--- config.mk ---
export PLATFORM = sky130hd
export DESIGN_NAME = led_sequencer
export DESIGN_NICKNAME = d
export VERILOG_FILES = /design/src/rtl/led_sequencer.sv
export SDC_FILE = /design/constraint.sdc
export NUM_CORES = 1
export LEC_CHECK = 0
export BUFFER_PORTS_ARGS = -buffer_cell sky130_fd_sc_hd__buf_2
export CAP_MARGIN = 20
export CORE_ASPECT_RATIO = 0.6
export CORE_MARGIN = 4
export CORE_UTILIZATION = 30
export CTS_BUF_LIST = sky130_fd_sc_hd__clkbuf_8
export DETAILED_ROUTE_END_ITERATION = 7
export GPL_TIMING_DRIVEN = 1
export HOLD_SLACK_MARGIN = 0.06
export MAX_ROUTING_LAYER = met4
export RECOVER_POWER = 50
export SYNTH_ARGS = -nofsm -noshare
export SYNTH_HDL_FRONTEND = slang
export SYNTH_SLANG_ARGS = --single-unit
export TNS_END_PERCENT = 20
--- constraint.sdc ---
create_clock -name clk -period 2.2 [get_ports clk]
set_input_delay 0.66 -clock clk [delete_from_list [all_inputs] [get_ports clk]]
set_output_delay 0.66 -clock clk [all_outputs]
set_load 0.02 [all_outputs]
--- src/rtl/led_sequencer.sv ---
// LED pattern sequencer: rotate-left/right, bounce and blink patterns stepped every period_q+1 clocks.
// Optional dimming is compiled in with `define LED_PWM_EN (adds the duty port and a free-running PWM counter).
module led_sequencer #(
  parameter int          N              = 6,
  parameter int          CNT_W          = 32,
  parameter logic [31:0] PERIOD_DEFAULT = 32'hffff_ffff,
  parameter int          PWM_W          = 8
) (
  input  logic             clk,
  input  logic             reset,
  input  logic             en,
  input  logic [1:0]       mode,
  input  logic [CNT_W-1:0] period,
  input  logic             mode_load,
`ifdef LED_PWM_EN
  input  logic [PWM_W-1:0] duty,
`endif
  output logic [N-1:0]     led,
  output logic             step
);

  localparam logic [1:0] MODE_ROL    = 2'b00;
  localparam logic [1:0] MODE_ROR    = 2'b01;
  localparam logic [1:0] MODE_BOUNCE = 2'b10;
  localparam logic [1:0] MODE_BLINK  = 2'b11;

  logic [1:0]       mode_q;
  logic [CNT_W-1:0] period_q;
  logic [CNT_W-1:0] cnt;
  logic [N-1:0]     pattern;
  logic             dir;

  logic [1:0]       mode_nxt;
  logic [CNT_W-1:0] period_nxt;
  logic [CNT_W-1:0] cnt_nxt;
  logic [N-1:0]     pattern_nxt;
  logic             dir_nxt;
  logic             step_nxt;
  logic             hit;
  logic [N:0]       adv;

  function automatic logic [N-1:0] init_pattern(input logic [1:0] m);
    logic [N-1:0] p;
    case (m)
      MODE_ROL:    p = N'(1);
      MODE_ROR:    p = N'(1) << (N - 1);
      MODE_BOUNCE: p = N'(1);
      MODE_BLINK:  p = '1;
      default:     p = N'(1);
    endcase
    return p;
  endfunction

  // Returns {next dir, next pattern} for one step in mode m.
  function automatic logic [N:0] advance(input logic [1:0] m, input logic [N-1:0] p, input logic d);
    logic [N-1:0] np;
    logic         nd;
    np = p;
    nd = d;
    case (m)
      MODE_ROL:    np = (p << 1) | (p >> (N - 1));
      MODE_ROR:    np = (p >> 1) | (p << (N - 1));
      MODE_BOUNCE: begin
        if (N == 1) begin
          np = p | N'(1);
          nd = 1'b0;
        end else if (!d) begin
          np = p << 1;
          nd = np[N-1];
        end else begin
          np = p >> 1;
          nd = ~np[0];
        end
      end
      MODE_BLINK:  np = ~p;
      default:     np = p;
    endcase
    return {nd, np};
  endfunction

  assign hit = (cnt == period_q);
  assign adv = advance(mode_q, pattern, dir);

  // Next-state selection: load beats zero-recovery, which beats a normal step.
  always_comb begin
    mode_nxt    = mode_q;
    period_nxt  = period_q;
    cnt_nxt     = cnt;
    pattern_nxt = pattern;
    dir_nxt     = dir;
    step_nxt    = 1'b0;
    if (mode_load) begin
      mode_nxt    = mode;
      period_nxt  = period;
      cnt_nxt     = '0;
      pattern_nxt = init_pattern(mode);
      dir_nxt     = 1'b0;
    end else begin
      if (en) begin
        cnt_nxt  = hit ? '0 : cnt + CNT_W'(1);
        step_nxt = hit;
      end else begin
        cnt_nxt  = cnt;
        step_nxt = 1'b0;
      end
      // An empty pattern would never light again in the shifting modes.
      if (mode_q != MODE_BLINK && pattern == '0) begin
        pattern_nxt = init_pattern(mode_q);
        dir_nxt     = 1'b0;
      end else if (en && hit) begin
        pattern_nxt = adv[N-1:0];
        dir_nxt     = adv[N];
      end else begin
        pattern_nxt = pattern;
        dir_nxt     = dir;
      end
    end
  end

`ifdef LED_PWM_EN
  logic [PWM_W-1:0] pwm_cnt;
`endif

  // State and output registers.
  always_ff @(posedge clk) begin
    if (reset) begin
      mode_q   <= MODE_ROL;
      period_q <= CNT_W'(PERIOD_DEFAULT);
      cnt      <= '0;
      pattern  <= N'(1);
      dir      <= 1'b0;
      step     <= 1'b0;
      led      <= N'(1);
`ifdef LED_PWM_EN
      pwm_cnt  <= '0;
`endif
    end else begin
      mode_q   <= mode_nxt;
      period_q <= period_nxt;
      cnt      <= cnt_nxt;
      pattern  <= pattern_nxt;
      dir      <= dir_nxt;
      step     <= step_nxt;
`ifdef LED_PWM_EN
      pwm_cnt  <= pwm_cnt + PWM_W'(1);
      led      <= (pwm_cnt < duty) ? pattern_nxt : '0;
`else
      led      <= pattern_nxt;
`endif
    end
  end

endmodule
==> key figures, run 1 <==
CTS
  • Clock latency on the worst-skew pair: roughly 0.36 ns
  • CTS tree: done
  • TritonCTS Buffers: 9
  • H-tree levels: 3
  • Post-CTS Hold Fix Bufs: 0
  • CTS Sinks: 74
  • Clock Pin Slew Worst Setup and Hold Paths: 0.08 ns
  • CTS root buf: clkbuf_8
  • Clock buffer depth: 2

Timing
  • Post-route minimum period: 2.03 ns
  • Setup TNS Final: 0 ns
  • Max-slew headroom: about 56%
  • Worst-Margin Slew: 0.658 ns
  • # setup viols final: 0
  • Max frequency: approximately 490 MHz
  • Clock skew: 0.0120 ns
  • Tcrit/Tclk final: roughly 92%
  • RSZ-0062 raised after global routing: no
  • Hold Fails Final Rpt: 0
  • Slew Limit Fails: 0

Critical path
  • CP Launch Type: flip-flop
  • CP peak stage delay: 0.38 ns
  • R2r worst-path depth: 7
  • R2R setup slack: between 0.15 and 0.2 ns
  • R2R Path Start: cnt[17]$_SDFFE_PP0P_
  • Worst setup path end: cnt[16]$_SDFFE_PP0P_
  • Worst Setup SP: cnt[17]$_SDFFE_PP0P_
  • R2R Path End: cnt[16]$_SDFFE_PP0P_
  • WP data arrival: 2.27 ns
  • Endpoint type of the worst setup path: flip-flop
  • Worst path depth: 7
  • CP max FO: 32
  • Crit path kind: flip-flop to flip-flop
  • Crit path max-delay family: simple AND/OR/NAND/NOR gates
  • CP cell instances: xnor2_1 -> nand4_1 -> nor4_2 -> buf_4 -> a311o_1 -> buf_12 -> nor2_1
  • Worst path bufs/invs: 2
  • Slowest CP cell: dfxtp_1
  • WP data required: 2.44 ns

Synthesis
  • Synth warn: 0
  • Synth cell types: 43
  • Synth cell count leaders: 74 x dfxtp_1, 45 x nand2_1, 41 x nor2_1, 38 x xnor2_1, 36 x mux2i_1
  • Syn_nets: 446
  • Post-synth ARST share: 0%
  • Count leader, synth: dfxtp_1
  • Area leader, netlist: dfxtp_1
  • Mapped Area: 3640 um2
  • Yosys top cell area share: 40.7%
  • Post-synth EDFFs: 0
  • Ranking of synthesized cells by area: dfxtp_1 41%, mux2i_1 9.9%, xnor2_1 9.1%, xor2_1 5.5%, nand2_1 4.6%
  • Commonest register cell after synthesis: dfxtp_1
  • Cell count after synthesis: 407
  • Post-synthesis sequential area ratio: around two fifths
  • Syn Area/Cell: between 8 and 9 um2
  • #FFs+latches synth: 74

Cells and area
  • Area Growth Syn to Fin: 18.9%
  • ANT cells: 0
  • Layout cell share with drive strength beyond 1: 16.4%
  • # nets final: 497

Routing
  • Total Wirelength: 9480 um
  • Vias: 3,024
  • Drt via density: 4.85
  • Drt wl/cell: 15.2 um
  • Total iterations of the first detailed-routing run: 4
  • DRC viols: 0
  • Post-DRT Antenna Nets: 0
  • Initial drt markers: 173

Run status
  • Outcome: complete, no violations

Global route
  • Grt ovf: 0
  • Most crowded layer after global routing: met1
  • Met1 usage in global routing: 22.9%
  • Initial antenna violation count: 0
  • Vias in the first global route: 2,897
  • All-Layer GR Usage: about 15%
  • First-pass GRT wire length: about 15,000 um
  • GR Util met2: 17.7%
  • Pin count of the biggest net entering global routing: 33
  • Met3 global-route usage: 4.02%

Job
  • Maximum capacitance violations: 0

Min path
  • Hold Crit Class: flip-flop to flip-flop
  • Hold_sp: period_q[0]$_SDFFE_PP1P_

Floorplanning
  • Row count: 30
  • Initial Util: a little under a third
  • Die ar.: 14,000 um2
  • Die W: 150 um
  • Top Ports: 45
  • Die Y: 93.3 um
  • Core area: 11,600 um2

Placement
  • # port buffers: 44
  • RD Place Congestion: 0.863
  • Final HPWL DP: 7140 um

Power
  • Pleak: around 1.6 nW
  • Max IR drop VDD: 0.000290 V
  • P per Cell Area: 677 nW/um2
  • Final Power: between 2 and 3 mW
-- area by class of cell --
class | instances | area (um2)
fillers | 1203 | 7230
well taps | 160 | 200
repair buffers | 62 | 354
inverters | 14 | 52.6
flip-flops and latches | 74 | 1480
clock inverters | 6 | 87.6
multi-input cells | 297 | 2010
clock buffers | 10 | 138
-- tightest hold or removal path, cell delays in order (launching register included) --
cell     delay (ns)
dfxtp_1        0.34
mux2i_1        0.07
nand2_1        0.06
-- report_power, final --
group	total (mW)	internal [mW]	switching [mW]
sequential	1.45	1.39	0.0569
clock	1.19	0.671	0.521
combinational	0.294	0.133	0.162
-- layer usage --
metal  routed length, um  share of wire [%]
met4                 136                1.4
met5                   0                  0
met1                5290                 56
met3                 571                6.0
met2                3480                 37
-- metrics by stage --
step           setup WS, ns  cell area [um2]  utilization, %  std cells  hold slack (ns)
6_report              0.173             4330            37.4        623            0.497
5_1_grt              0.0247             4330            37.4        623            0.501
4_1_cts              0.0920             4330            37.4        623            0.495
3_5_place_dp        0.00778             4100            35.5        607            0.480
3_3_place_gp         0.0626             4100            35.5        607            0.479
2_1_floorplan      0.000247             3650               -        407            0.460
-- logic make-up (layout without fill, tap and decap cells) --
kind of cell	count (synthesis)	count (layout)	synth area share [%]
adders and majority gates	1	1	0.344
and+or+nand+nor	162	162	22.6
xor gates and xnor gates	61	61	14.7
buffers and inverters	36	92	4.30
AOI/OAI and AO/OA	37	37	7.46
muxes	36	36	9.90
DFF	74	74	40.7
-- cell usage in the layout (no fill, tap or decap), types with 3 or more instances in the layout --
master / count
and4_1: 8
nor3_1: 8
a31oi_1: 3
nor4_1: 13
nand2b_1: 5
o31ai_1: 4
clkbuf_8: 10
nand3_1: 14
o21ai_0: 7
nor2_1: 41
and3_1: 5
mux2i_1: 36
a221oi_1: 4
xor2_1: 23
o211ai_1: 5
dfxtp_1: 74
inv_1: 13
a211oi_1: 3
buf_2: 37
clkbuf_1: 7
buf_4: 15
nand2_1: 45
nand4_1: 13
xnor2_1: 37
-- registers in the layout, indices dropped and copies added (netlist names) --
signal and flops:
dir 1, pattern 6, cnt 32, step 1, period_q 32, mode_q 2
-- worst min-delay path by stage --
| stage | end | slack, ns | depth (start not counted) |
|---|---|---|---|
| 6_report | period_q[0]$_SDFFE_PP1P_ | 0.50 | 2 |
| 4_1_cts | period_q[4]$_SDFFE_PP1P_ | 0.50 | 3 |
| 5_1_grt | period_q[14]$_SDFFE_PP1P_ | 0.50 | 3 |
| 2_1_floorplan | period_q[28]$_SDFFE_PP1P_ | 0.46 | 2 |
| 3_5_place_dp | period_q[0]$_SDFFE_PP1P_ | 0.48 | 2 |
| 3_3_place_gp | period_q[0]$_SDFFE_PP1P_ | 0.48 | 2 |
-- what timing repair did --
item                       4_1_cts  5_1_grt
setup buffers                    0        0
setup endpoints to repair        0        6
resized for setup                0        2
hold endpoints to repair         0        0
Power figures use the tool's default switching activity.
==> inputs of run 2 (changes only) <==
--- a/config.mk
+++ b/config.mk
@@ -16,6 +16,8 @@
 export HOLD_SLACK_MARGIN = 0.06
 export MAX_ROUTING_LAYER = met4
 export RECOVER_POWER = 50
+export SETUP_SLACK_MARGIN = 0.4
+export SLEW_MARGIN = 20
 export SYNTH_ARGS = -nofsm -noshare
 export SYNTH_HDL_FRONTEND = slang
 export SYNTH_SLANG_ARGS = --single-unit
==> run 2 against run 1 <==
First-iteration DRC count fell by 2.3%; final cell count rose by 2.6%; sequential share of layout area fell by 2.5 points; worst hold slack improved by 0.0060 ns; non-clock buffer count rose by 15; via count rose by 2.1%; power rose by 4.4%; clock power rose by 8%; sequential cell count did not move; clock skew fell by 0.0020 ns; maximum frequency rose by 5.7%; critical endpoint is now cnt[31]$_SDFFE_PP0P_.
==> key figures, run 2 (synthesis results as in run 1) <==
Timing
  • Post-route minimum period: 1.92 ns (-0.109 ns)
  • Setup TNS Final: 0 ns (unchanged)
  • Max-slew headroom: 44.3% (-12 points)
  • Slew Limit Fails: 0 (unchanged)
  • # setup viols final: 0 (unchanged)
  • Max frequency: 521 MHz (+5.7%)
  • Hold Fails Final Rpt: 0 (unchanged)
  • RSZ-0062 raised after global routing: yes
  • Final hold slack: 0.503 ns (+0.00596 ns)
  • Worst-Margin Slew: 0.836 ns (+0.178 ns)
  • Tcrit/Tclk final: 87.2% (-4.9 points)
  • Clock skew: 0.00998 ns (-0.00199 ns)

Power
  • Max IR drop VDD: 0.000290 V (+0.14%)
  • P per Cell Area: 641 nW/um2 (-5.4%)
  • Pleak: 1.80 nW (+10%)
  • Final Power: 3.06 mW (+4.4%)

Floorplanning
  • Row count: 30 (unchanged)
  • Initial Util: 31.5% (unchanged)
  • Die Y: 93.3 um (unchanged)
  • Die W: 150 um (unchanged)
  • Top Ports: 45 (unchanged)
  • Die ar.: 14,000 um2 (unchanged)
  • Core area: 11,600 um2 (unchanged)

Min path
  • Hold Crit Class: flip-flop to flip-flop

Critical path
  • WP data arrival: 2.21 ns (-0.06 ns)
  • CP Launch Type: flip-flop
  • CP peak stage delay: 0.49 ns (+0.11 ns)
  • Crit path kind: flip-flop to flip-flop
  • WP data required: 2.49 ns (+0.05 ns)
  • CP max FO: 5 (-84%)
  • Worst path bufs/invs: 0 (-2)
  • CP cell instances: and4_4 -> nand4_1 -> or3_4 -> or4_4 -> a21oi_2
  • Crit path max-delay family: simple AND/OR/NAND/NOR gates
  • Endpoint type of the worst setup path: flip-flop
  • Slowest CP cell: or4_4

Routing
  • Total iterations of the first detailed-routing run: 4 (unchanged)
  • DRC viols: 0 (unchanged)
  • Total Wirelength: 10,000 um (+5.8%)
  • Initial drt markers: 169 (-2.3%)
  • Drt wl/cell: 15.7 um (+3.1%)
  • Vias: 3,087 (+2.1%)
  • Post-DRT Antenna Nets: 0 (unchanged)
  • Drt via density: 4.83 (-0.47%)

CTS
  • Clock buffer depth: 2 (unchanged)
  • Clock latency on the worst-skew pair: 0.35 ns (about the same)
  • CTS root buf: clkbuf_8
  • TritonCTS Buffers: 9 (unchanged)
  • Post-CTS Hold Fix Bufs: 0 (unchanged)
  • Clock Pin Slew Worst Setup and Hold Paths: 0.08 ns (about the same)
  • CTS tree: done
  • H-tree levels: 3 (unchanged)
  • CTS Sinks: 74 (unchanged)

Global route
  • Pin count of the biggest net entering global routing: 18 (-45%)
  • Vias in the first global route: 2,929 (+1.1%)
  • All-Layer GR Usage: 15.2% (+0.55 points)
  • First-pass GRT wire length: 15,800 um (+2.7%)
  • Grt ovf: 0 (unchanged)
  • Initial antenna violation count: 1 (+1)

Cells and area
  • Post-Layout Cell Count: 639 (+2.6%)
  • Commonest non-fill, non-tap cell in the layout: dfxtp_1
  • Area Growth Syn to Fin: 31.3%
  • Fill cells: 1,195 (-0.67%)
  • Most frequent cells in the layout: 56 x dfxtp_1, 45 x nand2_1, 37 x nor2_1, 37 x buf_2, 36 x mux2i_1
  • Layout cell share with drive strength beyond 1: 29.1% (+13 points)
  • FF+latch area: 1520 um2 (+2.4%)
  • Finished Core Util: 41.3% (+3.9 points)
  • Largest regs: cnt (32), period_q (32), pattern (6)
  • Multi-input logic area: 2250 um2 (+12%)
  • # nets final: 512 (+3.0%)

Placement
  • RD Place Congestion: 0.820 (-5.0%)
  • Final HPWL DP: 7110 um (-0.35%)
  • Placed Instances: 610 (+0.49%)
  • # port buffers: 44 (unchanged)

Job
  • Maximum capacitance violations: 0 (unchanged)

Run status
  • Outcome: complete, no violations
[run 2: changes by cell type in the layout (fill, tap and decap cells not counted), sizes merged]
cell	delta
clkinv	-1
inv	+1
buf	+14
diode	+1
bufinv	+1
[run 2: per-stage QoR]
step	area (um2)	setup slack [ns]
2_1_floorplan	3650	0.00250
3_3_place_gp	4130	0.0585
3_5_place_dp	4130	0.0739
4_1_cts	4520	0.310
5_1_grt	4780	0.179
6_report	4780	0.282
[run 2: layout make-up]
type | instances | share of cell area [%]
antenna | 1 | 0.0524
clock buffer | 9 | 2.59
clock inverter | 7 | 2.44
inverter | 14 | 1.10
multi-input combinational | 297 | 47.2
sequential | 74 | 31.8
tap | 160 | 4.19
timing repair buffer | 77 | 10.7
[run 2: report_power, final]
group / switching (mW) / internal, mW
Combinational: 0.177 / 0.158
Sequential: 0.0645 / 1.38
Clock: 0.523 / 0.753
[run 2: timing repair]
action                     in CTS  in global routing
pin swaps                      10                 19
cloned                          1                  2
setup endpoints to repair      40                 40
gates resized for setup        25                 44
buffers inserted                3                  6
[run 2: metal layers]
| metal | track usage (%) | wire, um |
|---|---|---|
| met1 | 22.4 | 5080 |
| met2 | 19.8 | 3910 |
| met5 | - | 0 |
| met3 | 4.60 | 939 |
| met4 | 4.11 | 87 |
[run 2: final timing paths]
check	from	end	slack, ns	cells after the start
worst max-delay path	cnt[17]$_SDFFE_PP0P_	cnt[31]$_SDFFE_PP0P_	0.28	5
worst min-delay path	period_q[25]$_SDFFE_PP1P_	period_q[25]$_SDFFE_PP1P_	0.50	2
worst max register to register	cnt[17]$_SDFFE_PP0P_	cnt[31]$_SDFFE_PP0P_	0.28	5
worst min register to register	period_q[25]$_SDFFE_PP1P_	period_q[25]$_SDFFE_PP1P_	0.50	2
[run 2: worst register-to-register path, delay by kind of cell (launching register included)]
family / cells / cell delay, ns
AO/OA/AOI/OAI: 1 / 0.14
flip-flops: 1 / 0.40
AND/OR/NAND/NOR: 4 / 1.32
